===== config.mk =====
export PLATFORM = sky130hd
export DESIGN_NAME = regfile_sb
export DESIGN_NICKNAME = d
export VERILOG_FILES = /design/src/rtl/regfile_sb_pkg.sv /design/src/rtl/rf_scoreboard.sv /design/src/rtl/regfile_sb.sv
export SDC_FILE = /design/constraint.sdc
export NUM_CORES = 1
export LEC_CHECK = 0
export ABC_AREA = 0
export CORE_ASPECT_RATIO = 0.5
export CORE_MARGIN = 4
export CORE_UTILIZATION = 55
export CTS_BUF_LIST = sky130_fd_sc_hd__clkbuf_8
export DETAILED_ROUTE_END_ITERATION = 7
export PLACE_DENSITY_LB_ADDON = 0.3
export SYNTH_ARGS = -nofsm -noshare
export SYNTH_HDL_FRONTEND = slang
export SYNTH_SLANG_ARGS = --single-unit

===== constraint.sdc =====
create_clock -name clk -period 8.7 [get_ports clk]
set_input_delay 2.175 -clock clk [delete_from_list [all_inputs] [get_ports clk]]
set_output_delay 2.175 -clock clk [all_outputs]
set_load 0.01 [all_outputs]

===== src/rtl/regfile_sb_pkg.sv =====
// Shared register-file defaults so decode and writeback agree on widths.
package regfile_sb_pkg;

    localparam int unsigned RF_DATA_W   = 16;
    localparam int unsigned RF_NUM_REGS = 16;
    localparam int unsigned RF_ADDR_W   = $clog2(RF_NUM_REGS);
    localparam bit          RF_ZERO_REG = 1'b1;

    // True when addr names the hardwired zero register.
    function automatic bit rf_is_zero(input bit zero_reg, input int unsigned addr);
        return zero_reg && (addr == 0);
    endfunction

endpackage


===== src/rtl/rf_scoreboard.sv =====
// Pending-write scoreboard: busy bits, issue handshake and busy-register count.
module rf_scoreboard
    import regfile_sb_pkg::*;
#(
    parameter int unsigned NUM_REGS = RF_NUM_REGS,
    parameter int unsigned ADDR_W   = $clog2(NUM_REGS),
    parameter bit          ZERO_REG = RF_ZERO_REG
) (
    input  logic              clk,
    input  logic              rst,
    input  logic              wr_en,
    input  logic [ADDR_W-1:0] wr_addr,
    input  logic              issue_valid,
    input  logic [ADDR_W-1:0] issue_addr,
    output logic [NUM_REGS-1:0] busy,
    output logic              issue_ready,
    output logic [ADDR_W:0]   pending_cnt
);

    localparam logic [ADDR_W:0] CntOne = (ADDR_W + 1)'(1);

    logic [NUM_REGS-1:0] busy_q, busy_d;
    logic [ADDR_W:0]     cnt_q, cnt_d;
    logic                issue_zero, wr_zero, set_hit, clr_hit, inc, dec;

    assign issue_zero = rf_is_zero(ZERO_REG, int'(issue_addr));
    assign wr_zero    = rf_is_zero(ZERO_REG, int'(wr_addr));

    // A busy destination stalls issue unless this cycle's writeback retires it.
    assign issue_ready = issue_zero | ~busy_q[issue_addr] | (wr_en & (wr_addr == issue_addr));

    assign set_hit = issue_valid & issue_ready & ~issue_zero;
    assign clr_hit = wr_en & ~wr_zero;
    assign inc     = set_hit & ~busy_q[issue_addr];
    // A write to the register being re-reserved leaves it busy, so no decrement.
    assign dec     = clr_hit & busy_q[wr_addr] & ~(set_hit & (issue_addr == wr_addr));

    // Next busy vector and count; the new reservation wins over a same-register clear.
    always_comb begin
        busy_d = busy_q;
        if (clr_hit) busy_d[wr_addr] = 1'b0;
        if (set_hit) busy_d[issue_addr] = 1'b1;
        cnt_d = cnt_q;
        if (inc && !dec) cnt_d = cnt_q + CntOne;
        else if (dec && !inc) cnt_d = cnt_q - CntOne;
    end

    // Scoreboard state with synchronous reset.
    always_ff @(posedge clk) begin
        if (rst) begin
            busy_q <= '0;
            cnt_q  <= '0;
        end else begin
            busy_q <= busy_d;
            cnt_q  <= cnt_d;
        end
    end

    assign busy        = busy_q;
    assign pending_cnt = cnt_q;

endmodule


===== src/rtl/regfile_sb.sv =====
// Register file with write-through bypass and integrated write scoreboard.
module regfile_sb
    import regfile_sb_pkg::*;
#(
    parameter int unsigned DATA_W   = RF_DATA_W,
    parameter int unsigned NUM_REGS = RF_NUM_REGS,
    parameter int unsigned NUM_RD   = 2,
    parameter bit          ZERO_REG = RF_ZERO_REG,
    parameter int unsigned ADDR_W   = $clog2(NUM_REGS)
) (
    input  logic                     clk,
    input  logic                     rst,
    input  logic [NUM_RD*ADDR_W-1:0] rd_addr,
    output logic [NUM_RD*DATA_W-1:0] rd_data,
    output logic [NUM_RD-1:0]        rd_busy,
    input  logic                     wr_en,
    input  logic [ADDR_W-1:0]        wr_addr,
    input  logic [DATA_W-1:0]        wr_data,
    input  logic                     issue_valid,
    input  logic [ADDR_W-1:0]        issue_addr,
    output logic                     issue_ready,
    output logic [ADDR_W:0]          pending_cnt
);

    logic [DATA_W-1:0]   regs_q [NUM_REGS];
    logic [NUM_REGS-1:0] busy;
    logic                wr_zero;

    assign wr_zero = rf_is_zero(ZERO_REG, int'(wr_addr));

    rf_scoreboard #(
        .NUM_REGS (NUM_REGS),
        .ADDR_W   (ADDR_W),
        .ZERO_REG (ZERO_REG)
    ) u_scoreboard (
        .clk         (clk),
        .rst         (rst),
        .wr_en       (wr_en),
        .wr_addr     (wr_addr),
        .issue_valid (issue_valid),
        .issue_addr  (issue_addr),
        .busy        (busy),
        .issue_ready (issue_ready),
        .pending_cnt (pending_cnt)
    );

    // Storage: reset clears everything, writes to the zero register are dropped.
    always_ff @(posedge clk) begin
        if (rst) begin
            for (int r = 0; r < NUM_REGS; r++) regs_q[r] <= '0;
        end else if (wr_en && !wr_zero) begin
            regs_q[wr_addr] <= wr_data;
        end
    end

    for (genvar i = 0; i < NUM_RD; i++) begin : g_rd
        logic [ADDR_W-1:0] addr;
        logic              is_zero;
        assign addr    = rd_addr[i*ADDR_W +: ADDR_W];
        assign is_zero = rf_is_zero(ZERO_REG, int'(addr));

        // Read mux: zero register, then same-cycle writeback bypass, then storage.
        always_comb begin
            rd_data[i*DATA_W +: DATA_W] = regs_q[addr];
            rd_busy[i]                  = busy[addr];
            if (is_zero) begin
                rd_data[i*DATA_W +: DATA_W] = '0;
                rd_busy[i]                  = 1'b0;
            end else if (wr_en && (wr_addr == addr)) begin
                rd_data[i*DATA_W +: DATA_W] = wr_data;
                rd_busy[i]                  = 1'b0;
            end
        end
    end

endmodule

==> flow_summary.yaml <==
critical_path:
  rr_startpoint: "u_scoreboard.busy[3]"
  r2r_end: "u_scoreboard.pending_cnt[4]"
  cp_max_fo: 17
  required_ps: 6530
  crit_type: "in2out"
  start_kind: "input port"
  r2r_cells: 11
  crit_path_end_kind: "output pin"
  ff2ff_setup_slack_ps: 5300
  arrival_ps: 5300
drt:
  wire_per_inst_um: 28.4
  ant_nets: 0
  drtIter0Drc: 1574
  routed_via_density: 6.68
  first_pass_iters: 6
  drt_drc_violations_left: 0
  vias: 10400
  wl_um: 44200
clock_network:
  tritoncts: "yes"
  ctsRootBufferMaster: "clkbuf_8"
  path_clk_slew_ps: 60
  clk_latency_ps: 570
  hold_buffers: 0
  postCtsResizedCells: 0
  htreeDepth: 2
  cts_sinks: 277
  postCtsSetupBuffers: 0
  clockBufferDepth: 3
  cts_made_buffers: 42
pwr:
  leakagePower_uw: 0.00616
  pwr-share-clk: 0.318
  p_seq_frac: 0.519
  ir_drop_mv: 0.0849
  power_frac_comb: 0.163
  intPower_uw: 2230
  p_per_area_mw_per_mm2: 177
  swShare: 0.268
  power_switching_uw: 817
floorplanning:
  die_h_um: 127
  pin_count: 76
  initial_utilization: 0.559
  row_count: 43
  die_area_mm2: 0.0311
  die_w_um: 245
  core-area_mm2: 0.0277
sta:
  tightest_slew_ps: 1260
  setup_ws_ps: 1220
  achievable-frequency_mhz: 134
  period_share: 0.859
  fin_skew_ps: 11.0
  slew_headroom: 0.160
  hold_violations: 0
  period_needed_ps: 7480
  tns_ps: 0
  rsz0062_at_grt: "false"
  slew_violations: 0
  setup_violations: 0
yosys:
  synth_cell_types: 51
  syn_inst: 1079
  synth-main-ff-cell: "edfxtp_1"
  yosysWarningCount: 0
  synth-edff-count: 256
  avgSynthCellArea_um2: 14.4
  synth_seq_cells: 277
  async_flop_share: 0
  synthesis.area_mm2: 0.0155
  synth-seq-area-share: 0.524
grt:
  grt_max_degree: 44
  grt_util_all_layers: 0.289
  grt_pass1_wl_um: 65700
  gr-total-overflow: 0
  antenna_found_initial: 1
  grt_pass1_vias: 10500
layout:
  n_antenna_cell: 0
  areaGrowthSynthToFinish_pct: 11.1
  final_common_cell: "edfxtp_1"
  finish.utilization: 0.621
  final_nets: 1184
  drive_above_1_share: 0.214
  final_cell_mix: "edfxtp_1 (256), and2_1 (243), mux4_2 (143)"
min_path:
  hp-class: "reg2reg"
  whs_endpoint: "u_scoreboard.pending_cnt[3]"
  hold_path.startpoint: "u_scoreboard.pending_cnt[3]"
  whs_path_depth: 2
placed_design:
  pre_cts_ws_ps: 1360
  port_buffers: 75
  gp_congestion: 0.932
  dp_hpwl_um: 27700
flow_run:
  max_cap_viol_count: 0
status:
  outcome: "completed"
cell type report:
| cell class | instances | area (um^2) |
|---|---|---|
| fill | 2064 | 10500 |
| sequential | 277 | 8110 |
| multi-input combinational | 693 | 6850 |
| timing repair buffer | 108 | 991 |
| clock buffer | 43 | 592 |
| tap | 382 | 478 |
| clock inverter | 30 | 123 |
| inverter | 20 | 75.1 |
state kept, by name, indices dropped and copies added (netlist names):
signal,count
u_scoreboard.busy,16
u_scoreboard.pending_cnt,5
regs_q,256
routing by layer:
layer / track usage / wire length [um] / vias to the layer above
li1: - / - / 4270
met1: 0.416 / 16900 / 5264
met2: 0.418 / 19100 / 724
met3: 0.106 / 6850 / 117
met4: 0.0818 / 1290 / 0
met5: 0 / 0 / -
worst max-delay path, stage by stage:
cell             delay (ps)
clkdlybuf4s50_1         960
xnor2_1                 150
nand4_1                 140
a21oi_1                  70
a21oi_2                 900
a22o_1                  330
clkdlybuf4s50_1         560
worst max path at each step:
stage	from	end	slack [ps]	cells past startpoint
floorplan	rd_addr[5]	rd_data[21]	2870	7
global placement	wr_addr[1]	rd_data[17]	1440	7
detailed placement	wr_addr[1]	rd_data[17]	1360	7
CTS	wr_addr[1]	rd_data[17]	1340	7
global route	wr_addr[1]	rd_data[17]	1170	7
finish	wr_addr[1]	rd_data[17]	1220	7
power by group through the flow:
stage          clock [uW]  combinational [uW]  sequential [uW]
2_1_floorplan           0                 309             1590
3_3_place_gp            0                 479             1600
3_5_place_dp            0                 485             1610
4_1_cts               976                 487             1580
5_1_grt              1050                 521             1590
6_report              968                 496             1580
stage by stage:
stage / hold slack, ps / instance area [um^2] / total power [uW] / std cells
finish: 533 / 17200 / 3040 / 1553
global route: 587 / 17200 / 3150 / 1553
CTS: 542 / 17200 / 3040 / 1553
detailed placement: 527 / 16500 / 2090 / 1480
global placement: 513 / 16500 / 2070 / 1480
floorplan: 477 / 15500 / 1900 / 1094
kinds of logic (layout without fill, tap and decap cells):
kind of cell,Yosys count,count (layout),share of synthesized area
DFF,277,277,0.524
adders and majority gates,6,6,0.00533
muxes,158,158,0.218
buffers and inverters,124,201,0.0384
other,1,16,0.000242
and+or+nand+nor,356,356,0.135
AOI/OAI and AO/OA,144,144,0.0722
xor gates and xnor gates,13,13,0.00735
cells in the mapped netlist, types with 2 or more instances:
cell type	count	area, um^2
edfxtp_1	256	7690
buf_2	28	140
and2_1	243	1520
clkbuf_1	60	225
and2b_2	3	26.3
nand4_1	3	18.8
mux2i_1	12	120
a2bb2o_1	3	30.0
inv_1	20	75.1
nand2_1	44	165
mux2_2	3	33.8
or2_2	2	12.5
nand3b_1	2	15.0
nand2b_1	2	12.5
a22o_1	44	385
nand3_1	2	10.0
a32oi_2	2	32.5
ha_1	5	62.6
buf_4	3	22.5
buf_1	4	15.0
a21oi_1	19	95.1
mux4_2	143	3220
o211a_1	2	20.0
a22oi_1	64	480
xor2_1	7	61.3
a31o_2	3	26.3
nor2b_1	10	62.6
o21ai_0	3	15.0
nor3_1	6	30.0
a21oi_2	2	17.5
nor3b_1	2	15.0
buf_6	3	33.8
dfxtp_1	21	420
nor3b_2	2	25.0
nor2_1	27	101
xnor2_1	6	52.6
clkbuf_8	4	55.1
Note: power is estimated with default switching activity, not from simulation.
